[config.mk]
export PLATFORM = sky130hd
export DESIGN_NAME = grid_cell_scanner_flat
export DESIGN_NICKNAME = d
export VERILOG_FILES = /design/src/rtl/grid_cell_scanner_if.sv /design/src/rtl/grid_cell_scanner.sv /design/src/flat_wrapper.sv
export SDC_FILE = /design/constraint.sdc
export NUM_CORES = 1
export LEC_CHECK = 0
export BUFFER_PORTS_ARGS = -buffer_cell sky130_fd_sc_hd__buf_2
export CAP_MARGIN = 10
export CELL_PAD_IN_SITES_DETAIL_PLACEMENT = 0
export CELL_PAD_IN_SITES_GLOBAL_PLACEMENT = 1
export CORE_MARGIN = 3
export CORE_UTILIZATION = 45
export DETAILED_ROUTE_END_ITERATION = 12
export HOLD_SLACK_MARGIN = 0.06
export PLACE_DENSITY_LB_ADDON = 0.15
export SYNTH_ARGS = -nofsm -noshare
export SYNTH_HDL_FRONTEND = slang
export SYNTH_SLANG_ARGS = --single-unit
[constraint.sdc]
create_clock -name clk -period 4.6 [get_ports clk]
set_input_delay 1.15 -clock clk [delete_from_list [all_inputs] [get_ports clk]]
set_output_delay 1.15 -clock clk [all_outputs]
set_load 0.05 [all_outputs]
[src/rtl/grid_cell_scanner_if.sv]
// Request/pixel handshake bundle between the cell painter, the scanner and
// the frame-buffer write port.
interface grid_cell_scanner_if;
   logic        req_valid;
   logic        req_ready;
   logic [6:0]  cell_x;
   logic [5:0]  cell_y;
   logic [10:0] pos_h;
   logic [9:0]  pos_v;
   logic        pix_valid;
   logic        pix_ready;
   logic        pix_last;
   logic        busy;
   logic        done;

   // requester / pixel consumer side
   modport master (
      output req_valid, cell_x, cell_y, pix_ready,
      input  req_ready, pos_h, pos_v, pix_valid, pix_last, busy, done
   );

   // scanner side
   modport slave (
      input  req_valid, cell_x, cell_y, pix_ready,
      output req_ready, pos_h, pos_v, pix_valid, pix_last, busy, done
   );
endinterface

[src/rtl/grid_cell_scanner.sv]
// Expands one grid cell request into its pixel coordinates in raster order.
//
// state  | meaning
// S_IDLE | waiting for a cell request, req_ready high
// S_SCAN | emitting the pixels of the captured cell, one per accepted beat
module grid_cell_scanner #(
   parameter int GRID_WIDTH        = 80,
   parameter int GRID_HEIGHT       = 40,
   parameter int PIXELS_PER_GRID_X = 8,
   parameter int PIXELS_PER_GRID_Y = 12
) (
   input logic                 clk,
   input logic                 rst,
   grid_cell_scanner_if.slave  bus
);

   localparam int DXW = (PIXELS_PER_GRID_X > 1) ? $clog2(PIXELS_PER_GRID_X) : 1;
   localparam int DYW = (PIXELS_PER_GRID_Y > 1) ? $clog2(PIXELS_PER_GRID_Y) : 1;
   localparam logic [DXW-1:0] DX_MAX = DXW'(PIXELS_PER_GRID_X - 1);
   localparam logic [DYW-1:0] DY_MAX = DYW'(PIXELS_PER_GRID_Y - 1);
   localparam logic [6:0]     CX_MAX = 7'(GRID_WIDTH - 1);
   localparam logic [5:0]     CY_MAX = 6'(GRID_HEIGHT - 1);

   typedef enum logic {S_IDLE, S_SCAN} state_t;

   state_t           state_q, state_d;
   logic [DXW-1:0]   dx_q, dx_d;
   logic [DYW-1:0]   dy_q, dy_d;
   logic [10:0]      ox_q, ox_d;
   logic [10:0]      pos_h_q, pos_h_d;
   logic [9:0]       pos_v_q, pos_v_d;
   logic             pix_valid_q, pix_valid_d;
   logic             pix_last_q, pix_last_d;
   logic             busy_q, busy_d;
   logic             done_q, done_d;
   logic             req_ready_q, req_ready_d;

   logic [6:0]       cx;
   logic [5:0]       cy;
   logic [10:0]      ox;
   logic [9:0]       oy;
   logic             last_beat;

   // Clamp the requested cell onto the grid and derive its pixel origin.
   always_comb begin
      cx = (bus.cell_x > CX_MAX) ? CX_MAX : bus.cell_x;
      cy = (bus.cell_y > CY_MAX) ? CY_MAX : bus.cell_y;
      ox = 11'(cx) * 11'(PIXELS_PER_GRID_X);
      oy = 10'(cy) * 10'(PIXELS_PER_GRID_Y);
   end

   assign last_beat = (dx_q == DX_MAX) && (dy_q == DY_MAX);

   // Next-state and next-output computation for the scan FSM.
   always_comb begin
      state_d     = state_q;
      dx_d        = dx_q;
      dy_d        = dy_q;
      ox_d        = ox_q;
      pos_h_d     = pos_h_q;
      pos_v_d     = pos_v_q;
      pix_valid_d = pix_valid_q;
      busy_d      = busy_q;
      req_ready_d = req_ready_q;
      done_d      = 1'b0;
      case (state_q)
         S_IDLE: begin
            if (bus.req_valid) begin
               state_d     = S_SCAN;
               ox_d        = ox;
               pos_h_d     = ox;
               pos_v_d     = oy;
               dx_d        = '0;
               dy_d        = '0;
               pix_valid_d = 1'b1;
               busy_d      = 1'b1;
               req_ready_d = 1'b0;
            end
         end
         S_SCAN: begin
            if (bus.pix_ready) begin
               if (last_beat) begin
                  state_d     = S_IDLE;
                  pix_valid_d = 1'b0;
                  busy_d      = 1'b0;
                  req_ready_d = 1'b1;
                  done_d      = 1'b1;
               end else if (dx_q != DX_MAX) begin
                  dx_d    = dx_q + 1'b1;
                  pos_h_d = pos_h_q + 11'd1;
               end else begin
                  dx_d    = '0;
                  dy_d    = dy_q + 1'b1;
                  pos_h_d = ox_q;
                  pos_v_d = pos_v_q + 10'd1;
               end
            end
         end
         default: state_d = S_IDLE;
      endcase
      // Flag is derived from the offsets it will be paired with, so it holds
      // along with pos_h/pos_v under backpressure.
      pix_last_d = (state_d == S_SCAN) && (dx_d == DX_MAX) && (dy_d == DY_MAX);
   end

   // State and registered outputs; reset aborts any scan without a done pulse.
   always_ff @(posedge clk or posedge rst) begin
      if (rst) begin
         state_q     <= S_IDLE;
         dx_q        <= '0;
         dy_q        <= '0;
         ox_q        <= '0;
         pos_h_q     <= '0;
         pos_v_q     <= '0;
         pix_valid_q <= 1'b0;
         pix_last_q  <= 1'b0;
         busy_q      <= 1'b0;
         done_q      <= 1'b0;
         req_ready_q <= 1'b1;
      end else begin
         state_q     <= state_d;
         dx_q        <= dx_d;
         dy_q        <= dy_d;
         ox_q        <= ox_d;
         pos_h_q     <= pos_h_d;
         pos_v_q     <= pos_v_d;
         pix_valid_q <= pix_valid_d;
         pix_last_q  <= pix_last_d;
         busy_q      <= busy_d;
         done_q      <= done_d;
         req_ready_q <= req_ready_d;
      end
   end

   assign bus.req_ready = req_ready_q;
   assign bus.pos_h     = pos_h_q;
   assign bus.pos_v     = pos_v_q;
   assign bus.pix_valid = pix_valid_q;
   assign bus.pix_last  = pix_last_q;
   assign bus.busy      = busy_q;
   assign bus.done      = done_q;

endmodule
[src/flat_wrapper.sv]
// flat-port wrapper written by rule: the top's interface ports become plain ports
module grid_cell_scanner_flat 
#(
   parameter int GRID_WIDTH        = 80,
   parameter int GRID_HEIGHT       = 40,
   parameter int PIXELS_PER_GRID_X = 8,
   parameter int PIXELS_PER_GRID_Y = 12
)
  (clk, rst, bus_req_valid, bus_cell_x, bus_cell_y, bus_pix_ready, bus_req_ready, bus_pos_h, bus_pos_v, bus_pix_valid, bus_pix_last, bus_busy, bus_done);
  grid_cell_scanner_if bus_i ();
  input logic clk;
  input logic rst;
  input wire logic [$bits(bus_i.req_valid)-1:0] bus_req_valid;
  input wire logic [$bits(bus_i.cell_x)-1:0] bus_cell_x;
  input wire logic [$bits(bus_i.cell_y)-1:0] bus_cell_y;
  input wire logic [$bits(bus_i.pix_ready)-1:0] bus_pix_ready;
  output wire logic [$bits(bus_i.req_ready)-1:0] bus_req_ready;
  output wire logic [$bits(bus_i.pos_h)-1:0] bus_pos_h;
  output wire logic [$bits(bus_i.pos_v)-1:0] bus_pos_v;
  output wire logic [$bits(bus_i.pix_valid)-1:0] bus_pix_valid;
  output wire logic [$bits(bus_i.pix_last)-1:0] bus_pix_last;
  output wire logic [$bits(bus_i.busy)-1:0] bus_busy;
  output wire logic [$bits(bus_i.done)-1:0] bus_done;
  assign bus_i.req_valid = bus_req_valid;
  assign bus_i.cell_x = bus_cell_x;
  assign bus_i.cell_y = bus_cell_y;
  assign bus_i.pix_ready = bus_pix_ready;
  assign bus_req_ready = bus_i.req_ready;
  assign bus_pos_h = bus_i.pos_h;
  assign bus_pos_v = bus_i.pos_v;
  assign bus_pix_valid = bus_i.pix_valid;
  assign bus_pix_last = bus_i.pix_last;
  assign bus_busy = bus_i.busy;
  assign bus_done = bus_i.done;
  grid_cell_scanner #(.GRID_WIDTH(GRID_WIDTH), .GRID_HEIGHT(GRID_HEIGHT), .PIXELS_PER_GRID_X(PIXELS_PER_GRID_X), .PIXELS_PER_GRID_Y(PIXELS_PER_GRID_Y)) u_core (.clk(clk), .rst(rst), .bus(bus_i));
endmodule
# == After elaboration in Yosys (flattened, before gate mapping) ==
# Cells that the tools add are included.
# word_totals
ff_bits,40
elab_cells,72
out_inout_bits,26
input_bits,17
# classes
n_lt_le_gt_ge,2
n_mux,37
eq_ne,10
n_reduce_logical,7
n_addsub,4
n_bitwise,1
multipliers,1
# ops
operator,n
two-way mux 11 bit,4
two-way mux 10 bit,4
one-hot mux 11 bit (2 select lines),1
one-hot mux 10 bit (2 select lines),1
two-way mux 4 bit,4
two-way mux 1 bit,12
two-way mux 3 bit,4
"adder 11 x 1 -> 11 bit, second input constant",1
"adder 10 x 1 -> 10 bit, second input constant",1
"inequality test 2 bit, second input constant",5
"equality test 4 bit, second input constant",2
"multiplier 6 x 2 -> 8 bit, second input constant",1
one-hot mux 4 bit (2 select lines),1
"> comparator 7 bit, second input constant",1
two-way mux 7 bit,1
"equality test 3 bit, second input constant",2
"> comparator 6 bit, second input constant",1
two-way mux 6 bit,1
one-hot mux 1 bit (2 select lines),3
one-hot mux 3 bit (2 select lines),1
AND reduction 3 bit,2
"adder 4 x 1 -> 4 bit, second input constant",1
AND reduction 4 bit,1
"adder 3 x 1 -> 3 bit, second input constant",1
4 further kinds,6

# == Longest topological paths before layout ==
# Gate-level depths: netlist of the first run.
# logic_depth
ltp_word,8
ltp_mapped,10
ltp_nobuf,10

# == Worst setup path after synthesis of the first run ==
# No wires, ideal clock.
# synth_timing
path_type,input -> register
from,input bus_cell_y[4]
to,register u_core.pos_v_q[8] (netlist: u_core.bus.pos_v[8])
path_stages,8
n_path_buf,0
setup_slack_ns,1.932
setup_time_ns,0.153
required_time_ns,4.447
arrival_ns,2.515
path_cell_list,o21ai_0 nand2b_1 ha_1 a211oi_1 o21bai_1 a21oi_1 xor2_1 a22oi_1
# synth_between
elab_chain_cells,5
# synth_rtl
element,line,text
"start, declared",flat_wrapper.sv:15,input wire logic [$bits(bus_i.cell_y)-1:0] bus_cell_y;
> comparator 6 bit,grid_cell_scanner.sv:47,cy = (bus.cell_y > CY_MAX) ? CY_MAX : bus.cell_y;
two-way mux 6 bit (*),grid_cell_scanner.sv:47,
multiplier 6 x 2 -> 8 bit (*),grid_cell_scanner.sv:49,oy = 10'(cy) * 10'(PIXELS_PER_GRID_Y);
two-way mux 10 bit (*),grid_cell_scanner.sv:68,if (bus.req_valid) begin
one-hot mux 10 bit (2 select lines) (*),grid_cell_scanner.sv:66,case (state_q)
"end signal, assigned",grid_cell_scanner.sv:126,pos_v_q <= pos_v_d;
"end, declared",grid_cell_scanner.sv:31,"logic [9:0] pos_v_q, pos_v_d;"
# Mark *: on every way between the ends. The rest lies on a longest branch, timed or not. The select of a mux whose other input is x is not followed.
# A chain may end at the register's enable or synchronous reset.

# == Worst setup path after layout of the first run ==
# layout_timing
from,input bus_cell_y[5]
to,register u_core.pos_v_q[7] (netlist: u_core.bus.pos_v[7])
# Same word-level chain as after synthesis.

==> metrics.txt, run 1 <==
status completed; f_max 360 MHz; CP Capture Type flip-flop; ANT nets after route 0; CP max stage cell fa_1; Buf+Inv Stages, Crit Path 2; area grow syn2layout 14.1%; Yosys reg bits 40; count of input and output buffers 42; Main synth FF type dfrtp_1; Syn Nets 300; clock sink count 40; Hold Crit Class reg2reg; Fin. Hold Viols 0; cell family with most CP delay adder cells; Setup CP Type in2reg; initial antenna violation count 0; share of the synthesized area in the top cell type 0.406; wire per inst 14.9 µm; vias in the first global route approximately 2000; GP Congestion just over 0.8; clock root cell clkbuf_8; static leakage ~1.3 nW; post-DR vias/cell 5.50; post-route setup TNS 0 ps; relative max-transition margin 0.416; TritonCTS buffer count 5; Worst-Skew Late Latency between 200 and 300 ps; starting density of the core 0.486; ys async rst share 1.00; maxcap violations 0; Initial DRT Pass Iterations 4; Die Wd approximately 79 µm; Synth Area in Compound Gates 0.194; ant diodes 0; Post-Synth XOR/XNOR Area 0.0328; via count ~2100; Worst-Margin Slew 876 ps; final core area utilization 0.555; Die Span Y 79.1 µm; number of synthesized flops with an enable pin 0; library cells used by synthesis 54; post-route insts no fill roughly 380; CTS tree built; WL final approximately 5.7 mm; mux cell area share after synthesis 0.0208; Power Density ~460 nW/µm²; Critical Path RT around 4800 ps; first-pass GRT wire length 9.78 mm; post-DP HPWL between 4 and 5 mm; Worst Setup Start Kind input pin; largest family of logic cells by synthesized area simple AND/OR/NAND/NOR gates; count of nets after finishing approximately 340; final worst-path cycle share 0.604; DP Cell Count ~370; PostCTS Resize Cnt 0; unrepaired setup endpoints after global routing no; post-synthesis adder-cell area fraction 0.0604; die area 6250 µm²; layout cell share with drive strength beyond 1 0.178; Yosys top cell by area dfrtp_1; Post-Syn Instances between 200 and 300; Hold Buf Count CTS 0; CP cell instances buf_2 > o21ai_0 > nand2b_1 > ha_1 > inv_1 > fa_1 > nor2b_1 > o21ai_0 > nand2b_1 > xnor2_1 > a221oi_2; Core Box Area 4940 µm²; Iteration-0 DRC Markers between 100 and 150; Max rail drop VDD 0.000268 V; Pins Over Slew Limit 0; CP Data Arrival Time between 2000 and 3000 ps; CTS Buffer Depth 2; Total Routing Usage GR 0.198; synth warn 0; synthesized area between 2000 and 2500 µm²; Post-Syn Area per Cell between 8 and 9 µm²; CTS H-tree depth 2; # Post-CTS Setup Buffers 0; pin count of the biggest net entering global routing just over 40; Remaining DRCs 0; Clock Skew 7.68 ps; Critical Path Max Stage Delay between 300 and 400 ps; Ports 43; # rows 25; Synth area leaders dfrtp_1, nand2_1, ha_1; GRT Residual Overflow 0; Final Critical Period around 2800 ps; clk slew on worst S/H paths 80 ps; Seq/Total Area, Yosys 0.417; Simple-Gate Fraction of Synth Area 0.244; # fillers about 520; Final Setup Violations 0; Worst Path Max Fanout 7
-- kinds of logic (layout without fill, tap and decap cells) --
kind of cell	Yosys count	count (layout)
AOI/OAI and AO/OA	70	70
xor gates and xnor gates	9	9
adders and majority gates	11	11
buffers and inverters	17	59
DFF	40	40
muxes	5	5
and+or+nand+nor	120	120
-- final timing paths --
| check | from | endpoint | slack, ps | cells after the start |
|---|---|---|---|---|
| max | bus_cell_y[5] | u_core.bus.pos_v[7]$_DFFE_PP0P_ | 1820 | 11 |
| min | u_core.ox_q[5]$_DFFE_PP0P_ | u_core.ox_q[5]$_DFFE_PP0P_ | 490 | 2 |
| max reg2reg | u_core.state_q$_DFF_PP0_ | u_core.bus.pix_last$_DFF_PP0_ | 2150 | 5 |
| min reg2reg | u_core.ox_q[5]$_DFFE_PP0P_ | u_core.ox_q[5]$_DFFE_PP0P_ | 490 | 2 |
| max in group asynchronous | rst | u_core.bus.req_ready$_DFFE_PP1P_ | 3240 | 3 |
| min in group asynchronous | rst | u_core.dx_q[2]$_DFF_PP0_ | 980 | 3 |
-- final cells by class --
cell class	count	area, µm²	area share
clock buffers	7	76.3	0.0278
clock inverters	1	5.00	0.00183
inverters	8	30.0	0.0110
multi-input cells	215	1330	0.484
flip-flops and latches	40	1000	0.366
well taps	67	83.8	0.0306
repair buffers	43	218	0.0794
-- cells in the final DEF (no fill, tap or decap), types with 2 or more instances in the layout --
cell type	instances
clkbuf_1	2
nand3_1	10
xor2_1	4
a21o_1	7
and2_1	2
inv_1	8
ha_1	10
nor4_1	2
a21oi_1	16
nand2_1	39
nand4_1	6
nor3_1	9
nor2_1	27
o21ai_0	18
a31oi_1	3
xnor2_1	5
nor2b_1	6
mux2i_1	5
o21a_1	4
and3_1	3
and4_1	2
nand2b_1	6
clkbuf_8	5
dfrtp_1	39
buf_2	42
a211oi_1	5
-- Yosys cell counts, types with 3 or more instances --
| library cell | instances |
|---|---|
| inv_1 | 8 |
| a31oi_1 | 3 |
| nor3_1 | 9 |
| a21oi_1 | 16 |
| dfrtp_1 | 39 |
| mux2i_1 | 5 |
| buf_2 | 3 |
| a211oi_1 | 5 |
| nor2_1 | 27 |
| xnor2_1 | 5 |
| ha_1 | 10 |
| nor2b_1 | 6 |
| a21o_1 | 7 |
| nand3_1 | 10 |
| clkbuf_1 | 3 |
| xor2_1 | 4 |
| nand4_1 | 6 |
| and3_1 | 3 |
| o21ai_0 | 18 |
| o21a_1 | 4 |
| nand2b_1 | 6 |
| nand2_1 | 39 |
-- per-layer routing --
layer,track usage,vias up,share of wire
li1,-,1059,-
met3,0.0408,2,0.035
met5,0,-,0
met2,0.295,42,0.45
met4,0.0515,0,0.0049
met1,0.293,993,0.51
-- metrics by stage --
stage | worst slack [ps] | instance area (µm²) | total power [mW] | hold WS, ps
final | 1820 | 2740 | 1.25 | 489
after global routing | 1640 | 2740 | 1.34 | 521
after CTS | 1820 | 2740 | 1.26 | 488
after detailed placement | 1520 | 2660 | 1.04 | 464
after global placement | 1650 | 2660 | 1.03 | 458
after floorplan | 1930 | 2400 | 0.907 | 444
-- report_power, final --
part / internal (mW) / switching (mW)
sequential: 0.429 / 0.0982
combinational: 0.156 / 0.346
clock: 0.107 / 0.116
total: 0.691 / 0.560
-- worst register-to-register path, delay by kind of cell, from the launching register on --
kind	cells	cell delay (ps)
AND/OR/NAND/NOR	2	970
flip-flops	1	790
AO/OA/AOI/OAI	3	630
-- state kept, by name (all words and copies together) (netlist names) --
signal and count:
u_core.bus.pix_valid 1, u_core.bus.req_ready 1, u_core.dx_q 3, u_core.state_q 1
u_core.bus.pix_last 1, u_core.ox_q 7, u_core.bus.pos_v 10, u_core.bus.done 1
u_core.dy_q 4, u_core.bus.pos_h 11
Power figures use the tool's default switching activity.
==> run 2, diff against run 1 <==
CORE_UTILIZATION = 38   (was 45)
clock period = 2.4 ns   (was 4.6 ns; I/O delays follow)
==> run 2 against run 1 <==
  * Utilization fell by 8.0 points
  * Sequential power rose by 92%
  * First-iteration DRC count down 27%
  * Flip-flop and latch count did not move
  * Hold slack got worse by 71 ps
  * Sequential share of layout area is 1.5 points lower
  * Combinational power increased by 94%
==> metrics.txt, run 2 (synthesis gave the netlist of run 1 again) <==
status completed; area grow syn2layout 19.1%; post-DP HPWL 4.43 mm; Iteration-0 DRC Markers 82; Die Span Y 85.5 µm; Buf+Inv Stages, Crit Path 2; highest routed layer met4; Power Density 908 nW/µm²; static leakage roughly 1.4 nW; relative max-transition margin 0.634; clock sink count 40; Met3 Routed Length 277 µm; final worst-path cycle share 0.888; # rows 28; clock root cell clkbuf_8; total power ~2.6 mW; Critical Path Max Stage Delay roughly 300 ps; GP Congestion about 0.86; Core Box Area 6030 µm²; r2r endpoint u_core.bus.pos_v[3]$_DFFE_PP0P_; CP cell instances buf_2 > o21ai_0 > nand2b_1 > ha_1 > inv_1 > fa_1 > nor2b_1 > o21ai_0 > nand2b_1 > xnor2_1 > a221oi_2; Remaining DRCs 0; Critical Path RT approximately 2600 ps; via count about 2100; CP Capture Type flip-flop; ANT nets after route 0; post-DR vias/cell ~5.4; CP Data Arrival Time ~2300 ps; leading cell type in the layout, fill and taps excluded buf_2; origin of the critical flop-to-flop path u_core.dx_q[0]$_DFF_PP0_; Total Routing Usage GR 0.175; CTS H-tree depth 2; layout cell share with drive strength beyond 1 0.202; CP max stage cell o21ai_0; maxcap violations 0; WL final 6.11 mm; Reg2Reg Setup Slack about 380 ps; final core area utilization 0.475; TritonCTS buffer count 5; f_max around 470 MHz; WL met2 around 2.6 mm; Worst-Skew Late Latency about 300 ps; count of input and output buffers 42; Clock Skew between 5 and 6 ps; initial antenna violation count 0; Max rail drop VDD just over 0.0006 V; Pins Over Slew Limit 0; vias in the first global route roughly 2100; wl on met1 3.12 mm; Largest register FFs 11; CTS Buffer Depth 2; cell family with most CP delay compound AO/OA/AOI/OAI gates; count of nets after finishing 348; die area about 7300 µm²; wire per inst 15.4 µm; Ports 43; CTS tree built; Final Setup Violations 0; # fillers between 600 and 700; Hold Crit Class in2async; GRT Residual Overflow 0; Initial DRT Pass Iterations 4; ant diodes 0; Hold Buf Count CTS 0; PostCTS Resize Cnt 0; Worst Setup Start Kind input pin; Worst Path Max Fanout 3; Final Critical Period about 2100 ps; pin count of the biggest net entering global routing 41; Setup CP Type in2reg; unrepaired setup endpoints after global routing no; Die Wd 85.5 µm; Worst-Margin Slew 548 ps; first-pass GRT wire length about 10 mm; Fin. Hold Viols 0; most frequent cells in the layout buf_2, nand2_1, dfrtp_1; reg2reg path depth 7; starting density of the core 0.399; # Post-CTS Setup Buffers 0; clk slew on worst S/H paths roughly 80 ps
[run 2: area by class of cell]
class | count | area (µm²) | share of cell area
Inverter | 8 | 30.0 | 0.0105
Timing Repair Buffer | 50 | 283 | 0.0988
Multi-Input combinational cell | 215 | 1330 | 0.463
Clock inverter | 1 | 30.0 | 0.0105
Sequential cell | 40 | 1000 | 0.350
Clock buffer | 7 | 96.3 | 0.0337
Tap cell | 75 | 93.8 | 0.0328
[run 2: worst min-delay path, delay by kind of cell]
family	cells	cell delay [ps]
buffers and inverters	3	570
[run 2: worst max path at each step]
| stage | from | to | slack [ps] | cells past startpoint |
|---|---|---|---|---|
| after CTS | bus_cell_y[4] | u_core.bus.pos_v[7]$_DFFE_PP0P_ | 270 | 11 |
| after floorplan | bus_cell_y[4] | u_core.bus.pos_v[8]$_DFFE_PP0P_ | 280 | 8 |
| after global placement | bus_cell_y[4] | u_core.bus.pos_v[7]$_DFFE_PP0P_ | 40 | 11 |
| after detailed placement | bus_cell_y[4] | u_core.bus.pos_v[7]$_DFFE_PP0P_ | -20 | 11 |
| final | bus_cell_y[4] | u_core.bus.pos_v[7]$_DFFE_PP0P_ | 270 | 11 |
| after global routing | bus_cell_y[4] | u_core.bus.pos_v[9]$_DFFE_PP0P_ | 30 | 11 |
[run 2: power by group]
part           internal [mW]  switching, mW  total (mW)
clock                  0.367          0.251       0.618
sequential             0.822          0.186        1.01
combinational          0.305          0.668       0.973
[run 2: metal layers]
metal / vias up / global-route usage
met5: - / 0
met4: 0 / 0.0691
met3: 13 / 0.0317
met2: 52 / 0.255
met1: 1002 / 0.257
li1: 1067 / -
[run 2: metrics by stage]
| stage | setup slack (ps) | hold WS [ps] | TNS [ps] | instances | area, µm² |
|---|---|---|---|---|---|
| floorplan | 282 | 444 | 0 | 272 | 2400 |
| global placement | 36.3 | 460 | 0 | 388 | 2740 |
| detailed placement | -24.9 | 463 | -24.9 | 388 | 2740 |
| CTS | 272 | 444 | 0 | 396 | 2860 |
| global route | 33.1 | 466 | 0 | 396 | 2860 |
| finish | 268 | 418 | 0 | 396 | 2860 |
